==> src/rtl/imem_boot_ctrl.sv <==
// Boot and run-control sequencer for the Octa16 core: streams a program into
// instruction memory under core reset, then gates the core with run/halt/step.
module imem_boot_ctrl #(
    parameter int ADDR_W   = 8,
    parameter bit AUTO_RUN = 1'b1
) (
    input  logic              clk,
    input  logic              reset,
    input  logic              load_start,
    input  logic [ADDR_W-1:0] load_last,
    input  logic              s_valid,
    input  logic [7:0]        s_data,
    output logic              s_ready,
    input  logic              run_req,
    input  logic              halt_req,
    input  logic              step_req,
    output logic              mem_we,
    output logic [ADDR_W-1:0] mem_addr,
    output logic [7:0]        mem_wdata,
    output logic              core_rst,
    output logic              core_en,
    output logic [1:0]        state,
    output logic              err,
    output logic [15:0]       cyc_cnt
);

    typedef enum logic [1:0] {
        IDLE = 2'd0,
        LOAD = 2'd1,
        RUN  = 2'd2,
        HALT = 2'd3
    } state_t;

    state_t            curState;
    state_t            nxtState;
    logic [ADDR_W-1:0] addrQ;
    logic [ADDR_W-1:0] lastQ;
    logic              byteAcc;
    logic              lastByte;
    logic              loadAcc;
    logic              stepGo;

    assign byteAcc  = (curState == LOAD) && s_valid;
    assign lastByte = byteAcc && (addrQ == lastQ);
    assign loadAcc  = load_start && (curState != LOAD);
    // A step only fires when no higher-priority request is present this cycle.
    assign stepGo   = (curState == HALT) && step_req && !load_start && !halt_req && !run_req;
    assign state    = curState;

    always_ff @(posedge clk or posedge reset) begin
        if (reset) begin
            curState <= IDLE;
        end else begin
            curState <= nxtState;
        end
    end

    always_comb begin
        nxtState = curState;
        case (curState)
            IDLE: begin
                if (load_start)                nxtState = LOAD;
                else if (!halt_req && run_req) nxtState = RUN;
            end
            LOAD: begin
                if (lastByte) nxtState = AUTO_RUN ? RUN : HALT;
            end
            RUN: begin
                if (load_start)    nxtState = LOAD;
                else if (halt_req) nxtState = HALT;
            end
            HALT: begin
                if (load_start)                nxtState = LOAD;
                else if (!halt_req && run_req) nxtState = RUN;
            end
            default: nxtState = IDLE;
        endcase
    end

    always_comb begin
        mem_we    = 1'b0;
        mem_addr  = '0;
        mem_wdata = 8'h00;
        if (curState == LOAD) begin
            mem_we    = s_valid;
            mem_addr  = addrQ;
            mem_wdata = s_data;
        end
    end

    // Control outputs are registered from the next state so they change on the same edge as state.
    always_ff @(posedge clk or posedge reset) begin
        if (reset) begin
            addrQ    <= '0;
            lastQ    <= '0;
            core_rst <= 1'b1;
            core_en  <= 1'b0;
            s_ready  <= 1'b0;
            err      <= 1'b0;
            cyc_cnt  <= 16'h0000;
        end else begin
            if (loadAcc) begin
                addrQ <= '0;
                lastQ <= load_last;
            end else if (byteAcc) begin
                addrQ <= lastByte ? '0 : addrQ + ADDR_W'(1);
            end
            core_rst <= (nxtState == IDLE) || (nxtState == LOAD);
            core_en  <= (nxtState == RUN) || stepGo;
            s_ready  <= (nxtState == LOAD);
            err      <= load_start && (curState == LOAD);
            if (loadAcc) begin
                cyc_cnt <= 16'h0000;
            end else if (core_en && (cyc_cnt != 16'hFFFF)) begin
                cyc_cnt <= cyc_cnt + 16'h0001;
            end
        end
    end

endmodule

==> config.mk <==
export PLATFORM = sky130hd
export DESIGN_NAME = imem_boot_ctrl
export DESIGN_NICKNAME = d
export VERILOG_FILES = /design/src/rtl/imem_boot_ctrl.sv
export SDC_FILE = /design/constraint.sdc
export NUM_CORES = 1
export LEC_CHECK = 0
export ABC_CLOCK_PERIOD_IN_PS = 2600
export BUFFER_PORTS_ARGS = -buffer_cell sky130_fd_sc_hd__buf_2
export CAP_MARGIN = 10
export CORE_ASPECT_RATIO = 0.5
export CORE_MARGIN = 3
export CORE_UTILIZATION = 36
export DETAILED_ROUTE_END_ITERATION = 7
export SYNTH_ARGS = -nofsm -noshare
export SYNTH_HDL_FRONTEND = slang
export SYNTH_SLANG_ARGS = --single-unit
==> constraint.sdc <==
create_clock -name clk -period 2.6 [get_ports clk]
set_clock_uncertainty 0.1 [all_clocks]
set_input_delay 0.13 -clock clk [delete_from_list [all_inputs] [get_ports clk]]
set_output_delay 0.13 -clock clk [all_outputs]
set_load 0.01 [all_outputs]
* Word-level counts from Yosys, hierarchy flattened
Index checks and enable logic that the tools add are counted.
Storage, ports and cells: register bits 38, latch bits 0, memory bits (writable) 0, bits in read-only memories 0, input bits 23, output and inout port bits 39, logic and storage cells 52, memories kept 0
Cells by class: add/sub/neg operators 2, multiply operators 0, divide/modulo/power cells 0, magnitude comparators 0, equality and inequality tests 8, shift operators 0, multiplexer cells 14, bitwise gates (word level) 0, reduce and logical (&&, ||, !) cells 20
Operators by type and width (count):
- two-way mux 8 bit | 5
- two-way mux 16 bit | 2
- adder 16 x 1 -> 16 bit (second input constant) | 1
- inequality test 16 bit (second input constant) | 1
- logical AND 1 bit | 10
- two-way mux 2 bit | 5
- adder 8 x 1 -> 8 bit (second input constant) | 1
- == test 8 bit | 1
- == test 2 bit (second input constant) | 3
- one-hot mux 2 bit (3 select lines) | 1
- == test 2 x 1 -> 1 bit (second input constant) | 2
- zero test 2 bit | 2
- nonzero test 2 bit | 2
- zero test 1 bit | 3
- logical OR 1 bit | 2
- inequality test 2 x 1 -> 1 bit (second input constant) | 1
- OR reduction 2 bit | 1
- two-way mux 1 bit | 1

* Longest topological paths before layout
depth after elaboration 7, depth in mapped cells 9, depth with buffers taken out 7

* Worst setup path before layout
No wires, ideal clock.
path type flip-flop to flip-flop, start point register curState[1], in the netlist state[1], end point register cyc_cnt[5], setup time 78 ps, arrival 1730 ps, data required time 2422 ps, slack 692 ps, cell stages (with the launch flop) 9, buffers on the path 3, clock period less this slack 1908 ps, cells stage by stage dfrtp_1 -> inv_1 -> ha_1 -> clkbuf_1 -> nand2b_1 -> clkbuf_1 -> clkbuf_1 -> nand2_1 -> o21bai_1
Between the ends: longest elaborated chain between the ends 3, elaborated cells on any way between the ends 4, classes of those cells eq/ne: 1; mux: 1; reduce/logical: 2
Ends and longest elaborated chain:
- start: declaration | line 34 | state_t curState;
- start signal: assignment | line 54 | curState <= nxtState;
- inequality test 2 x 1 -> 1 bit (*) | line 45 | assign loadAcc = load_start && (curState != LOAD);
- logical AND 1 bit (*) | line 45
- two-way mux 16 bit or nonzero test 2 bit (tied branches)
- end signal: assignment | line 115 | cyc_cnt <= cyc_cnt + 16'h0001;
- end: declaration | line 24 | output logic [15:0] cyc_cnt
Mark *: on every way between the ends. The rest lies on a longest branch, timed or not. A chain may end at the register's enable or synchronous reset.

* Final worst setup path
start point register curState[1], in the netlist state[1], end point register addrQ[6]
Between the ends: longest elaborated chain between the ends 6, elaborated cells on any way between the ends 9, classes of those cells eq/ne: 2; mux: 3; reduce/logical: 4
Ends and longest elaborated chain:
- == test 2 x 1 -> 1 bit | line 43 | assign byteAcc = (curState == LOAD) && s_valid;
- logical AND 1 bit | line 43
- logical AND 1 bit | line 44 | assign lastByte = byteAcc && (addrQ == lastQ);
- two-way mux 8 bit | line 106 | addrQ <= lastByte ? '0 : addrQ + ADDR_W'(1);
- two-way mux 8 bit | line 105 | end else if (byteAcc) begin
- two-way mux 8 bit | line 102 | if (loadAcc) begin
- end signal: assignment | line 106
- end: declaration | line 36 | logic [ADDR_W-1:0] addrQ;
Several ways; a longest one is shown, not always the timed one. The select of a mux whose other input is x is not followed.

==> run summary <==
Outcome -> finished, final reports clean
Global Route Usage Sum -> 15.8%
Gr ovfl total -> 0
Setup violations, final -> 0
Final Wtd Congestion -> 0.867
EDFF count, synth -> 0
First-pass GRT wire length -> 9.40 mm
Static Leak -> 1.37 nW
Clk pwr share -> 27.5%
Cell Int Power -> 1.43 mW
Predominant post-synthesis flop cell -> dfrtp_1
I/O Buffers -> 61
Area Overhead vs Synth -> 27.0%
Chip height -> 62.1 um
Worst EP arrival -> 2.28 ns
P per Cell Area -> 786 nW/um2
Setup TNS -> 0 ns
Max IR drop VDD -> 0.000328 V
Num CTS Buffers -> 5
Drt first pass iters -> 4
Final nets -> 349
CTS sink cnt -> 38
RSZ-0062 raised after global routing -> no
Fmax achieved -> 455 MHz
Critical path capture point type -> register
CTS tree -> yes
FILL cells -> 561
Drt drc -> 0
CTS H-tree lvls -> 2
CP Launch Type -> register
Placement row count -> 19
Synth Cell Area -> 2260 um2
Largest net degree at the start of global routing -> 39
# IOs -> 62
HP Start -> load_start
Logic pwr share -> 35.3%
Die width -> 118 um
Clock Latency Late Sink -> 0.28 ns
Seq pwr share -> 37.2%
Die area -> 7330 um2
CP required -> 2.69 ns
Final HPWL DP -> 4.08 mm
Worst slew margin -> 60.3%
Sequential share of the synthesized area -> 42.1%
Fin. max-slew vios -> 0
Ant diodes -> 0
Flop2flop setup slack -> 0.40 ns
Max clock buf depth -> 2
Synth warn -> 0
Worst hold stages -> 2
Vias in the first global route -> 1,981
Post-CTS resize count -> 0
R2r endpoint -> addrQ[6]
R2R depth -> 8
R2R Path Start -> state[1]
Initial core utilization -> 39.2%
Flops & latches, synth -> 38
Share of layout cells above drive strength 1 -> 26.5%
Final Non-Filler Cells -> 405
Via count of the routed design -> 2,126
NetSw -> 0.829 mW
Switch share -> 36.7%
CP Max Fanout -> 18
Final instance area -> 2870 um2
Vias/cell -> 5.25
Yosys cell types -> 47
Ys async rst share -> 100%
Minimum clock period -> 2.20 ns
Drt wl/cell -> 13.9 um
Worst Hold Slack -> 0.0829 ns
Worst-Margin Slew -> 0.595 ns
CP startpoint -> state[1]
Core area -> 5780 um2
Worst Hold Path EP -> err
DR iter-0 viols -> 71
Cells after Synth -> 249
MaxCap Viol Count -> 0
CTS Root Cell -> clkbuf_16
Critical path class -> register to register
Antenna viol nets, final -> 0
Placed insts -> 388
Clock slew seen by the registers of the worst setup and hold paths -> 0.05 ns
Initial antenna violation count -> 0
Final hold vios -> 0
Worst hold path type -> input port to register
Final period utilization -> 84.5%
Routed WL -> 5.63 mm
Syn_nets -> 278
Area after DPL -> 2630 um2
Postcts setup bufs -> 0
Synthesized area per cell -> 9.09 um2
[critical path, stage by stage, from the launching register on]
cell	delay, ns
dfrtp_1	0.45
inv_1	0.11
ha_1	0.21
buf_4	0.19
nand2_1	0.16
inv_1	0.20
nor2_1	0.47
nand2_1	0.11
o211ai_1	0.11
[cell usage in the layout, fill, tap and decap left out, drive strengths merged, types with 2 or more instances in the layout]
cell          n
nor4          2
nor2b         2
mux2i         3
inv           6
or3           6
nand3         7
o2111ai       2
dfrtp        37
a31o          2
nand2b        3
a211oi        3
clkbuf        6
and4          7
ha            6
a31oi         8
and3          4
nand2        44
nand4         8
or4           4
o211ai        5
o31ai         4
nor2          8
nor3          3
dlygate4sd3   9
xnor2         8
a21oi         9
buf          66
o21ai        14
and2         20
[layout make-up]
cell class,count,area (um2),area share [%]
multi-input combinational,194,1210,42.1
sequential,38,952,33.1
timing repair buffer,75,433,15.1
clock buffer,6,139,4.83
tap,84,105,3.66
inverter,6,22.5,0.784
clock inverter,2,12.5,0.435
[sequential cells by signal, indices dropped and copies added (netlist names)]
name	cells
addrQ	8
core_en	1
core_rst	1
cyc_cnt	16
err	1
lastQ	8
s_ready	1
state	2
[power groups by stage]
stage | Combinational, mW | Clock (mW) | Sequential (mW)
after global placement | 0.775 | 0 | 0.842
after detailed placement | 0.789 | 0 | 0.845
after floorplan | 0.546 | 0 | 0.838
after global routing | 0.900 | 0.659 | 0.859
final | 0.797 | 0.621 | 0.839
after CTS | 0.801 | 0.633 | 0.838
[through the flow]
| step | util [%] | worst slack, ns | power, mW |
|---|---|---|---|
| 2_1_floorplan | - | 0.692 | 1.38 |
| 3_3_place_gp | 45.6 | 0.615 | 1.62 |
| 3_5_place_dp | 45.6 | 0.452 | 1.63 |
| 4_1_cts | 49.8 | 0.444 | 2.27 |
| 5_1_grt | 49.8 | 0.198 | 2.42 |
| 6_report | 49.8 | 0.404 | 2.26 |
[synth_stat cells, drive strengths merged, types with 2 or more instances]
cell	n	area (um2)
a211oi	3	22.5
a21oi	9	45.0
a31o	2	17.5
a31oi	8	50.1
and2	20	125
and3	4	28.8
and4	7	65.1
buf	4	32.5
clkbuf	7	46.3
dfrtp	37	926
ha	6	75.1
inv	6	22.5
mux2i	3	30.0
nand2	44	165
nand2b	3	18.8
nand3	7	35.0
nand4	8	65.1
nor2	8	30.0
nor2b	2	12.5
nor3	3	15.0
nor4	2	12.5
o2111ai	2	17.5
o211ai	5	37.5
o21ai	14	70.1
o31ai	4	30.0
or3	6	38.8
or4	4	30.0
xnor2	8	70.1
[logic make-up (layout without fill, tap and decap cells)]
| kind of cell | count (synthesis) | in the layout | share of synthesized area (%) |
|---|---|---|---|
| buf+inv | 17 | 89 | 4.48 |
| mux | 3 | 3 | 1.33 |
| compound gates | 57 | 57 | 16.5 |
| xor+xnor | 9 | 9 | 3.48 |
| simple gates | 119 | 119 | 28.8 |
| fa+ha+maj | 6 | 6 | 3.32 |
| flops | 38 | 38 | 42.1 |
[per-layer routing]
layer / track usage, % / up-vias / routed length (um)
li1: - / 1054 / -
met1: 20.8 / 1007 / 2790
met2: 26.8 / 60 / 2460
met3: 4.16 / 5 / 331
met4: 4.00 / 0 / 42
met5: 0 / - / 0
[worst max path at each step]
stage,to
4_1_cts,addrQ[6]
6_report,addrQ[6]
3_5_place_dp,addrQ[6]
5_1_grt,addrQ[6]
2_1_floorplan,cyc_cnt[5]
3_3_place_gp,addrQ[2]
[repair_timing]
action                                 in CTS  in global routing
hold buffers                                9                  0
endpoints found under the hold margin      45                  0
setup endpoints to repair                   0                  0
Power figures use the tool's default switching activity.
